[src/rtl/dmem_arbiter_if.sv]
// dmem_arbiter_if: two requester ports and the memory-side bus of the data memory arbiter.
interface dmem_arbiter_if #(parameter int ADDR_W = 32, parameter int DATA_W = 32);
    logic              p0_req, p0_we, p0_ready, p0_rvalid, p0_err;
    logic [ADDR_W-1:0] p0_addr;
    logic [DATA_W-1:0] p0_wdata, p0_rdata;
    logic              p1_req, p1_we, p1_ready, p1_rvalid, p1_err;
    logic [ADDR_W-1:0] p1_addr;
    logic [DATA_W-1:0] p1_wdata, p1_rdata;
    logic [ADDR_W-1:0] mem_address;
    logic [DATA_W-1:0] mem_write_data, mem_read_data;
    logic              mem_read, mem_write;
    modport slave (
        input  p0_req, p0_we, p0_addr, p0_wdata, p1_req, p1_we, p1_addr, p1_wdata, mem_read_data,
        output p0_ready, p0_rvalid, p0_rdata, p0_err, p1_ready, p1_rvalid, p1_rdata, p1_err,
        output mem_address, mem_write_data, mem_read, mem_write
    );
    modport master (
        output p0_req, p0_we, p0_addr, p0_wdata, p1_req, p1_we, p1_addr, p1_wdata, mem_read_data,
        input  p0_ready, p0_rvalid, p0_rdata, p0_err, p1_ready, p1_rvalid, p1_rdata, p1_err,
        input  mem_address, mem_write_data, mem_read, mem_write
    );
endinterface

[src/rtl/dmem_arbiter.sv]
// dmem_arbiter: shares a single-port data memory between two requesters, one registered access per two cycles.
module dmem_arbiter #(
    parameter int ADDR_W     = 32,
    parameter int DATA_W     = 32,
    parameter int DEPTH      = 1000,
    parameter int FIXED_PRIO = 0
) (
    input  logic           clk,
    input  logic           reset,
    dmem_arbiter_if.slave  bus
);
    typedef enum logic {IDLE, ACCESS} state_t;
    state_t            state;
    logic              last_grant, port, we_q, oor;
    logic              gnt0, gnt1, sel_we, in_range;
    logic [ADDR_W-1:0] sel_addr;
    logic [DATA_W-1:0] sel_wdata, rsp_data;
    always_comb begin
        gnt1      = reset && state == IDLE && bus.p1_req && (!bus.p0_req || (FIXED_PRIO == 0 && !last_grant));
        gnt0      = reset && state == IDLE && bus.p0_req && !gnt1;
        sel_we    = gnt1 ? bus.p1_we : bus.p0_we;
        sel_addr  = gnt1 ? bus.p1_addr : bus.p0_addr;
        sel_wdata = gnt1 ? bus.p1_wdata : bus.p0_wdata;
        in_range  = sel_addr < ADDR_W'(DEPTH);
        rsp_data  = (we_q || oor) ? '0 : bus.mem_read_data;
    end
    assign bus.p0_ready = gnt0;
    assign bus.p1_ready = gnt1;
    // Out-of-range accesses hold the memory strobes low and only record the error.
    always_ff @(posedge clk or negedge reset) begin
        if (!reset) begin
            state              <= IDLE;
            last_grant         <= 1'b1;
            port               <= 1'b0;
            we_q               <= 1'b0;
            oor                <= 1'b0;
            bus.mem_address    <= '0;
            bus.mem_write_data <= '0;
            bus.mem_read       <= 1'b0;
            bus.mem_write      <= 1'b0;
            bus.p0_rvalid      <= 1'b0;
            bus.p0_err         <= 1'b0;
            bus.p0_rdata       <= '0;
            bus.p1_rvalid      <= 1'b0;
            bus.p1_err         <= 1'b0;
            bus.p1_rdata       <= '0;
        end else if (state == IDLE) begin
            bus.p0_rvalid <= 1'b0;
            bus.p1_rvalid <= 1'b0;
            if (gnt0 || gnt1) begin
                state              <= ACCESS;
                last_grant         <= gnt1;
                port               <= gnt1;
                we_q               <= sel_we;
                oor                <= !in_range;
                bus.mem_address    <= in_range ? sel_addr : '0;
                bus.mem_write_data <= in_range ? sel_wdata : '0;
                bus.mem_read       <= in_range && !sel_we;
                bus.mem_write      <= in_range && sel_we;
            end
        end else begin
            state              <= IDLE;
            bus.mem_address    <= '0;
            bus.mem_write_data <= '0;
            bus.mem_read       <= 1'b0;
            bus.mem_write      <= 1'b0;
            if (port) begin
                bus.p1_rvalid <= 1'b1;
                bus.p1_rdata  <= rsp_data;
                bus.p1_err    <= oor;
            end else begin
                bus.p0_rvalid <= 1'b1;
                bus.p0_rdata  <= rsp_data;
                bus.p0_err    <= oor;
            end
        end
    end
endmodule

[src/flat_wrapper.sv]
// flat-port wrapper written by rule: the top's interface ports become plain ports
module dmem_arbiter_flat 
#(
    parameter int ADDR_W     = 32,
    parameter int DATA_W     = 32,
    parameter int DEPTH      = 1000,
    parameter int FIXED_PRIO = 0
)
  (clk, reset, bus_p0_req, bus_p0_we, bus_p0_addr, bus_p0_wdata, bus_p1_req, bus_p1_we, bus_p1_addr, bus_p1_wdata, bus_mem_read_data, bus_p0_ready, bus_p0_rvalid, bus_p0_rdata, bus_p0_err, bus_p1_ready, bus_p1_rvalid, bus_p1_rdata, bus_p1_err, bus_mem_address, bus_mem_write_data, bus_mem_read, bus_mem_write);
  dmem_arbiter_if #(.ADDR_W(ADDR_W), .DATA_W(DATA_W)) bus_i ();
  input  logic clk;
  input  logic reset;
  input wire logic [$bits(bus_i.p0_req)-1:0] bus_p0_req;
  input wire logic [$bits(bus_i.p0_we)-1:0] bus_p0_we;
  input wire logic [$bits(bus_i.p0_addr)-1:0] bus_p0_addr;
  input wire logic [$bits(bus_i.p0_wdata)-1:0] bus_p0_wdata;
  input wire logic [$bits(bus_i.p1_req)-1:0] bus_p1_req;
  input wire logic [$bits(bus_i.p1_we)-1:0] bus_p1_we;
  input wire logic [$bits(bus_i.p1_addr)-1:0] bus_p1_addr;
  input wire logic [$bits(bus_i.p1_wdata)-1:0] bus_p1_wdata;
  input wire logic [$bits(bus_i.mem_read_data)-1:0] bus_mem_read_data;
  output wire logic [$bits(bus_i.p0_ready)-1:0] bus_p0_ready;
  output wire logic [$bits(bus_i.p0_rvalid)-1:0] bus_p0_rvalid;
  output wire logic [$bits(bus_i.p0_rdata)-1:0] bus_p0_rdata;
  output wire logic [$bits(bus_i.p0_err)-1:0] bus_p0_err;
  output wire logic [$bits(bus_i.p1_ready)-1:0] bus_p1_ready;
  output wire logic [$bits(bus_i.p1_rvalid)-1:0] bus_p1_rvalid;
  output wire logic [$bits(bus_i.p1_rdata)-1:0] bus_p1_rdata;
  output wire logic [$bits(bus_i.p1_err)-1:0] bus_p1_err;
  output wire logic [$bits(bus_i.mem_address)-1:0] bus_mem_address;
  output wire logic [$bits(bus_i.mem_write_data)-1:0] bus_mem_write_data;
  output wire logic [$bits(bus_i.mem_read)-1:0] bus_mem_read;
  output wire logic [$bits(bus_i.mem_write)-1:0] bus_mem_write;
  assign bus_i.p0_req = bus_p0_req;
  assign bus_i.p0_we = bus_p0_we;
  assign bus_i.p0_addr = bus_p0_addr;
  assign bus_i.p0_wdata = bus_p0_wdata;
  assign bus_i.p1_req = bus_p1_req;
  assign bus_i.p1_we = bus_p1_we;
  assign bus_i.p1_addr = bus_p1_addr;
  assign bus_i.p1_wdata = bus_p1_wdata;
  assign bus_i.mem_read_data = bus_mem_read_data;
  assign bus_p0_ready = bus_i.p0_ready;
  assign bus_p0_rvalid = bus_i.p0_rvalid;
  assign bus_p0_rdata = bus_i.p0_rdata;
  assign bus_p0_err = bus_i.p0_err;
  assign bus_p1_ready = bus_i.p1_ready;
  assign bus_p1_rvalid = bus_i.p1_rvalid;
  assign bus_p1_rdata = bus_i.p1_rdata;
  assign bus_p1_err = bus_i.p1_err;
  assign bus_mem_address = bus_i.mem_address;
  assign bus_mem_write_data = bus_i.mem_write_data;
  assign bus_mem_read = bus_i.mem_read;
  assign bus_mem_write = bus_i.mem_write;
  dmem_arbiter #(.ADDR_W(ADDR_W), .DATA_W(DATA_W), .DEPTH(DEPTH), .FIXED_PRIO(FIXED_PRIO)) u_core (.clk(clk), .reset(reset), .bus(bus_i));
endmodule
[config.mk]
export PLATFORM = sky130hd
export DESIGN_NAME = dmem_arbiter_flat
export DESIGN_NICKNAME = d
export VERILOG_FILES = /design/src/rtl/dmem_arbiter_if.sv /design/src/rtl/dmem_arbiter.sv /design/src/flat_wrapper.sv
export SDC_FILE = /design/constraint.sdc
export NUM_CORES = 1
export LEC_CHECK = 0
export BUFFER_PORTS_ARGS = -buffer_cell sky130_fd_sc_hd__buf_4
export CAP_MARGIN = 0
export CELL_PAD_IN_SITES_DETAIL_PLACEMENT = 0
export CELL_PAD_IN_SITES_GLOBAL_PLACEMENT = 1
export CORE_MARGIN = 3
export CORE_UTILIZATION = 30
export CTS_BUF_LIST = sky130_fd_sc_hd__clkbuf_8
export DETAILED_ROUTE_END_ITERATION = 16
export GPL_TIMING_DRIVEN = 0
export PLACE_DENSITY = 0.82
export SYNTH_ARGS = -nofsm -noshare
export SYNTH_HDL_FRONTEND = slang
export SYNTH_SLANG_ARGS = --single-unit
[constraint.sdc]
create_clock -name clk -period 1.7 [get_ports clk]
set_clock_uncertainty 0.05 [all_clocks]
set_input_delay 0.085 -clock clk [delete_from_list [all_inputs] [get_ports clk]]
set_output_delay 0.085 -clock clk [all_outputs]
set_load 0.05 [all_outputs]
; Word-level counts from Yosys, hierarchy flattened
; Cells that the tools add are included.
[word_totals]
out_inout_bits = 136
word_cells = 59
inputBits = 166
register_bits = 139
[classes]
bitwise = 2
order_cmp = 1
n_reduce_logical = 19
n_mux = 20
n_eq_ne = 2
[ops]
columns = operator, n
row1 = 32-bit two-way mux, 9
row2 = 32-bit by 10-bit < comparator with 1-bit output (second input constant), 1
row3 = 1-bit two-way mux, 11
row4 = 1-bit logical AND, 7
row5 = 2-bit AND reduction, 3
row6 = 1-bit zero test, 5
row7 = 2-bit inequality test (second input constant), 2
row8 = 1-bit logical OR, 3
row9 = 1-bit NOT, 2
row10 = 2-bit nonzero test, 1

; Logic depth before layout (Yosys ltp)
; Gate-level depths: netlist of the first run.
[depth]
depth_word = 9
depth_mapped = 8
ltp_nobuf = 6

; Worst setup path after synthesis of the first run
; Ideal clock, no wire load.
[synth_path]
kind = register to register
start = register u_core.state
end = register u_core.bus.mem_address[0]
path_slack_ns = -0.142
path_buffers = 1
path_stages_with_launch = 7
required_time_ns = 1.567
arrival_time_ns = 1.709
synth_period_minus_slack_ns = 1.842
setup_time_ns = 0.083
cell_sequence = dfrtp_1 -> nor2b_2 -> nand3_4 -> clkinv_4 -> clkbuf_1 -> a21boi_0 -> o21ai_0
[synth_via]
elab_chain_len = 9
word_cells_on_any_way = 14
cone_classes = order compare: 1 / mux: 4 / bitwise: 1 / reduce/logical: 8
[synth_rtl]
columns = item, line
row1 = start: declaration, dmem_arbiter.sv:13  ; state_t state;
row2 = start signal: assignment, dmem_arbiter.sv:32  ; state <= IDLE;
row3 = start signal: assignment, dmem_arbiter.sv:51  ; state <= ACCESS;
row4 = start signal: assignment, dmem_arbiter.sv:62  ; state <= IDLE;
row5 = 1-bit NOT (no source line) *, --
row6 = 1-bit logical AND * (3 in series), dmem_arbiter.sv:19  ; gnt1 = reset && state == IDLE && bus.p1_req && (!bus.p0_req || (FIXED_PRIO == 0 && !last_grant));
row7 = net bus_p1_ready, flat_wrapper.sv:26  ; output wire logic [$bits(bus_i.p1_ready)-1:0] bus_p1_ready;
row8 = 32-bit two-way mux, dmem_arbiter.sv:22  ; sel_addr = gnt1 ? bus.p1_addr : bus.p0_addr;
row9 = 32-bit by 10-bit < comparator with 1-bit output, dmem_arbiter.sv:24  ; in_range = sel_addr < ADDR_W'(DEPTH);
row10 = 32-bit two-way mux, dmem_arbiter.sv:56  ; bus.mem_address <= in_range ? sel_addr : '0;
row11 = 32-bit two-way mux, dmem_arbiter.sv:50  ; if (gnt0 || gnt1) begin
row12 = 32-bit two-way mux, dmem_arbiter.sv:47  ; end else if (state == IDLE) begin
row13 = end signal: assignment, dmem_arbiter.sv:56
row14 = end: declaration, dmem_arbiter_if.sv:15  ; output mem_address, mem_write_data, mem_read, mem_write
; Mark *: on every way through the listed nets, which the timed path passes. The rest lies on a longest branch. The select of a mux whose other input is x is not followed.
; A chain may end at the register's enable or synchronous reset.

; Worst setup path after layout of the first run
[layout_path]
start = register u_core.state
end = register u_core.bus.mem_address[6]
[layout_via]
elab_chain_len = 9
word_cells_on_any_way = 14
cone_classes = order compare: 1 / mux: 4 / bitwise: 1 / reduce/logical: 8
[layout_rtl]
columns = item, line
row1 = 1-bit NOT (no source line), --
row2 = 1-bit logical AND, "dmem_arbiter.sv:19, dmem_arbiter.sv:20"
row3 = 1-bit logical AND (2 in series), dmem_arbiter.sv:19
row4 = 32-bit two-way mux, dmem_arbiter.sv:22
row5 = 32-bit by 10-bit < comparator with 1-bit output, dmem_arbiter.sv:24
row6 = 32-bit two-way mux, dmem_arbiter.sv:56
row7 = 32-bit two-way mux, dmem_arbiter.sv:50
row8 = 32-bit two-way mux, dmem_arbiter.sv:47
; Parallel ways exist; a longest one is shown, timed or not. The select of a mux whose other input is x is not followed.

==> results of run 1 <==
## critical path: cells and delay by family, from the launching register on
kind / cells / cell delay (ps)
simple gates: 3 / 410
compound gates: 2 / 440
flops: 1 / 430
buf+inv: 3 / 410
## layer usage
metal / vias up / track usage (%) / part of all wire (%)
met5: - / 0 / 0
met4: 0 / 8.52 / 2.8
met3: 35 / 5.52 / 7.7
met2: 293 / 40.7 / 52
met1: 2875 / 24.4 / 37
li1: 2875 / - / -
## what timing repair did
action                                  in CTS  in global routing
cloned                                       1                  1
buffers inserted                             6                  3
endpoints found under the setup margin     100                108
pin swaps                                    2                  2
endpoints found under the hold margin      247                 93
resized for setup                           83                 16
hold buffers                               119                  4
## layout by cell type (no fill, tap or decap), types with 22 or more instances in the layout
master,count
a21boi_0,35
and2_1,22
buf_4,306
clkbuf_2,23
clkbuf_8,24
dfrtp_1,137
dlygate4sd3_1,120
nand2_1,146
nand3_1,35
o21ai_0,69
o21ai_1,24
## area by class of cell
cell class	count	area, µm²
Sequential cell	139	3480
Clock inverter	10	115
Buffer	40	264
Fill cell	1612	8030
Inverter	4	20.0
Timing Repair Buffer	436	3730
Tap cell	229	287
Clock buffer	21	289
Antenna cell	2	5.00
Multi-Input combinational cell	392	2110
## cell families (layout without fill, tap and decap cells)
family | after synthesis | count (layout) | share of synthesized area, %
AND/OR/NAND/NOR | 230 | 230 | 18.1
multiplexers | 11 | 11 | 1.99
AO/OA/AOI/OAI | 151 | 151 | 15.8
other | 0 | 2 | 0
flip-flops | 139 | 139 | 60.8
buffers and inverters | 45 | 511 | 3.33
## per-stage QoR
stage | cells | power (mW) | setup slack (ps) | utilization, %
floorplan | 576 | 3.78 | 13.0 | -
global placement | 1106 | 4.33 | -1670 | 45.1
detailed placement | 1107 | 4.34 | -1070 | 45.3
CTS | 1264 | 7.40 | -154 | 55.3
global route | 1273 | 7.68 | -236 | 56.2
finish | 1273 | 7.38 | -146 | 56.2
## state kept, by name, summed over array words and instances (netlist names), 32 cells and up
name and flops:
u_core.bus.p0_rdata 32, u_core.bus.p1_rdata 32, u_core.bus.mem_address 32, u_core.bus.mem_write_data 32
## path summary, 6_finish.rpt
path | from | to | slack, ps | cells past startpoint
max in group asynchronous | reset | u_core.bus.p0_rdata[4] | 680 | 5
worst min-delay path | bus_p0_req | u_core.bus.mem_address[3] | 180 | 3
min in group asynchronous | reset | u_core.bus.p0_rdata[24] | 430 | 4
worst min register to register | u_core.last_grant | u_core.last_grant | 420 | 2
worst max-delay path | u_core.state | u_core.bus.mem_address[6] | -150 | 8
worst max register to register | u_core.state | u_core.bus.mem_address[6] | -150 | 8
## power by group
| group | switching, mW | internal, mW |
|---|---|---|
| Clock | 1.30 | 1.45 |
| Sequential | 0.0280 | 3.34 |
| Combinational | 0.608 | 0.643 |
==> qor.yml, run 1 <==
status: "finished with violations"
failed_checks: "negative setup slack"
synth_top_area_cell: "dfrtp_1"
antenna_found_initial: 3
post-route-drc-count: 0
cts_sinks: 139
synthArstFlopShare_pct: 100
first_pass_iters: 5
insertion_delay_ps: 430
layout-drive-gt1-share_pct: 39.3
dieWidth_um: 144
ys_ff_latch: 139
grt_pass1_vias: 6410
dr_total_vias: 6078
dp_hpwl_um: 16600
p_leak_nw: 5.03
grt_usage_pct: 22.1
numPortBuffers: 301
synth_edf_count: 0
power.density_nw_per_um2: 716
maxSlewHeadroom_pct: 66.1
maxCapViolCount: 0
drt_iter0_drc: 220
ant_nets: 0
start_kind: "flop"
synthCells: 576
gp_congestion: 0.861
worst_hold_slack_ps: 176
grt_pass1_wl_um: 35200
slowest_stage: "dfrtp_2"
drv_slew: 0
cp_common_cell: "buf_6"
cpPeakStageDelay_ps: 430
synth_area_um2: 5720
setup-tns-final_ps: -5080
cts_inserted_buffers: 17
min_path_type: "in2reg"
grt_max_degree: 53
crit_chain: "nor2b_4 > nand3_4 > clkinv_4 > nand4_1 > a211o_1 > buf_6 > buf_6 > o31ai_2"
syn2layout_area_growth_pct: 80.1
synthTopCellsByArea: "dfrtp_1, nand2_1, o21ai_0"
ys_types: 31
postPlaceCellArea_um2: 8300
clk_pin_slew_worst_paths_ps: 80
clockBufferDepth: 2
rsz0062_at_grt: "true"
synth.top_cell.area_share_pct: 60.4
viasPerCell: 4.77
final_cell_area_um2: 10300
rows: 49
ys_warn_count: 0
cp_max_fo: 10
initial_core_util_pct: 31.2
final_hold_viol_count: 0
synth.avg_cell_area_um2: 9.93
drt_wl_total_um: 23500
setup-violations-final: 47
critPathKind: "reg2reg"
h-tree-depth: 4
yosys-top-cells-count: "nand2_1, dfrtp_1, o21ai_0"
clockRootBuffer: "clkbuf_8"
fin_crit_sh_pct: 109
fmax_mhz: 542
cp.arrival_ps: 2140
endpoint_kind: "flop"
layout.nets: 1196
wl_per_cell_um: 18.5
die_y_um: 144
cts_tree: "built"
grt-ovfl-total: 0
fin_ws_ps: -146
die-area_um2: 20800
finalCriticalPeriod_ps: 1850
tightest_slew_ps: 505
peakVddDrop_uv: 395
io_pins: 302
ys.flop_type: "dfrtp_1"
core_um2: 18300
syn-num-nets: 742
seq_area_frac_synth_pct: 60.8
yosys.cell_count.top_type: "nand2_1"
required_ps: 1990
No activity file was read; power rests on OpenSTA's default activity.
==> run 2, diff against run 1 <==
GPL_TIMING_DRIVEN = unset   (was 0)
==> qor.yml, run 2 (same netlist as run 1, synthesis figures left out) <==
cts_tree: "built"  # unchanged
layout-drive-gt1-share_pct: 37.5  # was 39.3%
initial_core_util_pct: 31.2  # unchanged
hold_start: "bus_p0_wdata[5]"  # was bus_p0_req
fin_ws_ps: -128  # was -146 ps
clk_pin_slew_worst_paths_ps: 80  # about the same
maxCapViolCount: 0  # unchanged
drv_slew: 0  # unchanged
first_pass_iters: 4  # was 5
grt_max_degree: 140  # was 53
rr_endpoint: "u_core.oor"  # was u_core.bus.mem_address[6]
cp_top_family: "flip-flops"  # was compound AO/OA/AOI/OAI gates
dp_hpwl_um: 15100  # was 16,600 µm
maxSlewHeadroom_pct: 45.1  # was 66.1%
viasPerCell: 4.71  # was 4.77
grt_usage_pct: 20.5  # was 22.1%
dr_total_vias: 5832  # was 6,078
rows: 49  # unchanged
start_kind: "flop"  # unchanged
r2r_cells: 7  # was 8
min_path_type: "in2reg"  # unchanged
finalNonFillerCells: 1239  # was 1,273
rsz0062_at_grt: "true"  # unchanged
dp.cells: 1086  # was 1,107
syn2layout_area_growth_pct: 75.6  # was 80.1%
wl_per_cell_um: 17.4  # was 18.5 µm
die-area_um2: 20800  # unchanged
status: "finished with violations"  # unchanged
final_hold_viol_count: 0  # unchanged
numPortBuffers: 301  # unchanged
cp_max_fo: 6  # was 10
ant_nets: 0  # unchanged
power.density_nw_per_um2: 734  # was 716 nW/µm²
die_y_um: 144  # unchanged
grt-ovfl-total: 0  # unchanged
clockRootBuffer: "clkbuf_8"  # unchanged
grt_pass1_wl_um: 32900  # was 35,200 µm
cp.arrival_ps: 2100  # was 2140 ps
clockBufferDepth: 2  # unchanged
final_common_cell: "buf_4"  # unchanged
drt_iter0_drc: 267  # was 220
fillers: 1627  # was 1,612
dieWidth_um: 144  # unchanged
required_ps: 1980  # was 1990 ps
fin_crit_sh_pct: 108  # was 109%
r2r_slack_ps: -130  # was -150 ps
antenna_found_initial: 0  # was 3
fmax_mhz: 547  # was 542 MHz
endpoint_kind: "flop"  # unchanged
drt_wl_total_um: 21500  # was 23,500 µm
layout_common_cells: "buf_4, nand2_1, dfrtp_1"  # unchanged
setup-tns-final_ps: -2810  # was -5080 ps
p_leak_nw: 4.88  # was 5.03 nW
tightest_slew_ps: 823  # was 505 ps
crit_chain: "nor2b_4 > nand3_4 > clkinv_4 > nand4_1 > a211o_1 > buf_4 > mux2_4"  # was nor2b_4 > nand3_4 > clkinv_4 > nand4_1 > a211o_1 > buf_6 > buf_6 > o31ai_2
failed_checks: "negative setup slack"  # unchanged
grt_pass1_vias: 6054  # was 6,410
holdPathEnd: "u_core.bus.mem_write_data[5]"  # was u_core.bus.mem_address[3]
gp_congestion: 0.863  # was 0.861
setup-violations-final: 47  # unchanged
io_pins: 302  # unchanged
finalCriticalPeriod_ps: 1830  # was 1850 ps
layout.nets: 1163  # was 1,196
whs_path_depth: 4  # was 3
cpPeakStageDelay_ps: 420  # was 430 ps
r2r-start: "u_core.state"  # unchanged
diodes: 0  # was 2
cts_inserted_buffers: 17  # unchanged
insertion_delay_ps: 430  # about the same
critical_path_buf_inv_count: 2  # was 3
cts_sinks: 139  # unchanged
h-tree-depth: 4  # unchanged
post-route-drc-count: 0  # unchanged
slowest_stage: "dfrtp_1"  # was dfrtp_2
critPathKind: "reg2reg"  # unchanged
core_um2: 18300  # unchanged
peakVddDrop_uv: 430  # was 395 µV
-- run 2: cell type report --
cell class	count	area [µm²]	area share, %
Multi-Input combinational cell	392	2090	20.9
Sequential cell	139	3480	34.6
Timing Repair Buffer	443	3740	37.3
Clock buffer	18	248	2.47
Inverter	4	20.0	0.199
Clock inverter	14	170	1.69
Tap cell	229	287	2.85
-- run 2: power breakdown --
part,internal (mW),leakage (nW),total [mW],switching (mW)
Combinational,0.602,2.75,1.17,0.566
Clock,1.49,0.207,2.83,1.34
Sequential,3.34,1.92,3.37,0.0277
-- run 2: per-stage QoR --
| stage | hold WS [ps] | utilization, % | instance area (µm²) | total power, mW | worst slack (ps) |
|---|---|---|---|---|---|
| final | 39.9 | 54.8 | 10000 | 7.37 | -128 |
| after global routing | 46.5 | 54.8 | 10000 | 7.71 | -204 |
| after CTS | 3.70 | 54.7 | 10000 | 7.48 | -136 |
| after detailed placement | 324 | 45.6 | 8360 | 4.36 | -206 |
| after global placement | 313 | 45.6 | 8360 | 4.35 | -150 |
| after floorplan | -261 | - | 5730 | 3.78 | 13.0 |
-- run 2: tightest hold or removal path: cells and delay by family --
kind,cells,cell delay (ps)
compound gates,2,270
buf+inv,1,80
simple gates,1,50
-- run 2: how the worst max path moves through the flow --
stage,start,endpoint,depth (start not counted)
5_1_grt,u_core.state,u_core.bus.mem_address[3],7
6_report,u_core.state,u_core.oor,7
2_1_floorplan,u_core.state,u_core.bus.mem_address[5],8
4_1_cts,u_core.state,bus_p1_ready,5
3_5_place_dp,bus_p0_addr[27],u_core.bus.mem_read,7
3_3_place_gp,bus_p0_addr[27],u_core.bus.mem_write,7
-- run 2: timing repair --
action	in CTS	in global routing
setup buffers	4	0
setup endpoints to repair	47	48
hold buffers	117	0
endpoints found under the hold margin	247	0
pin swaps	2	0
resized for setup	16	2
-- run 2: routing by layer --
layer	track usage (%)	wire (µm)
met2	36.1	10900
met4	6.64	554
met1	23.7	8320
met5	0	0
met3	6.45	1770
==> run 3, diff against run 2 <==
CORE_UTILIZATION = 34   (was 30)
PLACE_DENSITY = 0.87   (was 0.82)
clock period = 1.86 ns   (was 1.7 ns; I/O delays follow)
==> qor.yml, run 3 (same netlist as run 1, synthesis figures left out) <==
fin_ws_ps: 15.5  # was -128 ps
p_int_mw: 5.27  # was 5.44 mW
layout_common_cells: "buf_4, nand2_1, dfrtp_1"  # unchanged
fmax_mhz: 542  # was 547 MHz
cpPeakStageDelay_ps: 410  # was 420 ps
grt_max_degree: 140  # unchanged
drt_iter0_drc: 211  # was 267
syn2layout_area_growth_pct: 76.0  # was 75.6%
seqPwrFrac_pct: 44.3  # was 45.7%
endpoint_kind: "flop"  # unchanged
status: "finished, final reports clean"  # was finished with violations
power.density_nw_per_um2: 690  # was 734 nW/µm²
gp_congestion: 0.806  # was 0.863
cts_tree: "built"  # unchanged
grt_pass1_wl_um: 30700  # was 32,900 µm
start_kind: "flop"  # unchanged
viasPerCell: 4.70  # was 4.71
p_clk_share_pct: 40.4  # was 38.5%
critPathKind: "reg2reg"  # unchanged
swShare_pct: 24.2  # was 26.2%
pwr-share-comb_pct: 15.3  # was 15.8%
core_um2: 16200  # was 18,300 µm²
dp_hpwl_um: 14100  # was 15,100 µm
fillers: 1342  # was 1,627
r2r_slack_ps: 20  # was -130 ps
place_ws_ps: -18.7  # was -206 ps
cts_inserted_buffers: 17  # unchanged
maxCapViolCount: 0  # unchanged
min_path_type: "in2reg"  # unchanged
rsz0062_at_grt: "true"  # unchanged
clockBufferDepth: 2  # unchanged
p_leak_nw: 4.93  # was 4.88 nW
required_ps: 2170  # was 1980 ps
cp.arrival_ps: 2150  # was 2100 ps
finalCriticalPeriod_ps: 1840  # was 1830 ps
wl_per_cell_um: 16.4  # was 17.4 µm
drt_wl_total_um: 20100  # was 21,500 µm
cp_max_fo: 16  # was 6
top_usage_layer: "met2"  # unchanged
met3_usage_pct: 7.10  # was 6.45%
slowest_stage: "dfrtp_1"  # unchanged
grt_pass1_vias: 5937  # was 6,054
h-tree-depth: 4  # unchanged
tightest_slew_ps: 812  # was 823 ps
power_mw: 6.95  # was 7.37 mW
numPortBuffers: 301  # unchanged
rows: 46  # was 49
io_pins: 302  # unchanged
dr_total_vias: 5754  # was 5,832
use_met2_pct: 37.8  # was 36.1%
die-area_um2: 18400  # was 20,800 µm²
grt-ovfl-total: 0  # unchanged
post-route-drc-count: 0  # unchanged
final_hold_viol_count: 0  # unchanged
postPlaceCellArea_um2: 8360  # about the same
clockRootBuffer: "clkbuf_8"  # unchanged
cts_sinks: 139  # unchanged
first_pass_iters: 4  # unchanged
diodes: 0  # unchanged
layout.nets: 1161  # was 1,163
drv_slew: 0  # unchanged
ant_nets: 0  # unchanged
dieWidth_um: 136  # was 144 µm
setup-violations-final: 0  # was 47
crit_chain: "nor2b_4 > nand3_4 > clkinv_4 > nand4_1 > a211o_1 > buf_6 > buf_12 > o21ai_0"  # was nor2b_4 > nand3_4 > clkinv_4 > nand4_1 > a211o_1 > buf_4 > mux2_4
fin_crit_sh_pct: 99.2  # was 108%
final_common_cell: "buf_4"  # unchanged
insertion_delay_ps: 440  # was 430 ps
antenna_found_initial: 1  # was 0
die_y_um: 136  # was 144 µm
layout-drive-gt1-share_pct: 38.1  # was 37.5%
net-switching-power_mw: 1.68  # was 1.93 mW
peakVddDrop_uv: 425  # was 430 µV
clk_pin_slew_worst_paths_ps: 80  # about the same
final_cell_area_um2: 10100  # was 10,000 µm²
maxSlewHeadroom_pct: 45.9  # was 45.1%
grt_usage_pct: 21.5  # was 20.5%
initial_core_util_pct: 35.4  # was 31.2%
grt_use_met1_pct: 23.8  # was 23.7%
run 3: power groups by stage:
stage	combinational, mW	sequential [mW]	clock (mW)
final	1.06	3.08	2.81
after global routing	1.14	3.08	3.04
after CTS	1.05	3.08	2.88
after detailed placement	0.835	3.14	0
after global placement	0.836	3.13	0
after floorplan	0.254	3.20	0
run 3: critical path, delay by kind of cell, from the launching register on:
kind            cells  cell delay, ps
compound gates      2             500
buf+inv             3             420
flops               1             410
simple gates        3             380
run 3: per-stage QoR:
| step | std cells | util, % | hold slack (ps) | setup TNS, ps |
|---|---|---|---|---|
| floorplan | 576 | - | -253 | 0 |
| global placement | 1075 | 51.7 | 247 | 0 |
| detailed placement | 1075 | 51.7 | 252 | -71.4 |
| CTS | 1218 | 61.8 | 0.0653 | -3.66 |
| global route | 1224 | 62.2 | 4.18 | -479 |
| finish | 1224 | 62.2 | 8.73 | 0 |
run 3: cell type report:
| cell class | instances | area (µm²) | area share (%) |
|---|---|---|---|
| clock inverters | 13 | 199 | 1.98 |
| multi-input cells | 392 | 2100 | 20.8 |
| repair buffers | 441 | 3740 | 37.2 |
| clock buffers | 19 | 262 | 2.60 |
| inverters | 4 | 20.0 | 0.199 |
| flip-flops and latches | 139 | 3480 | 34.6 |
| well taps | 216 | 270 | 2.68 |
run 3: worst paths after layout:
| check | startpoint | endpoint | cells past startpoint |
|---|---|---|---|
| worst min-delay path | bus_p0_wdata[27] | u_core.bus.mem_write_data[27] | 4 |
| min in group asynchronous | reset | u_core.port | 3 |
| worst max-delay path | u_core.state | u_core.bus.mem_write_data[17] | 8 |
| max in group asynchronous | reset | u_core.bus.mem_write_data[24] | 3 |
| worst max register to register | u_core.state | u_core.bus.mem_write_data[17] | 8 |
| worst min register to register | u_core.last_grant | u_core.last_grant | 2 |
run 3: routing by layer:
layer  vias up  share of wire [%]
met3        38                8.4
met5         -              0.060
met1      2684                 38
li1       2795                  -
met4         2                3.3
met2       235                 51
run 3: timing repair:
| item | 4_1_cts | 5_1_grt |
|---|---|---|
| gates cloned | 1 | 0 |
| gates resized for setup | 11 | 23 |
| setup buffers | 2 | 4 |
| pin swaps | 3 | 2 |
| endpoints found under the setup margin | 13 | 20 |
| hold buffers | 108 | 2 |
| endpoints found under the hold margin | 245 | 2 |
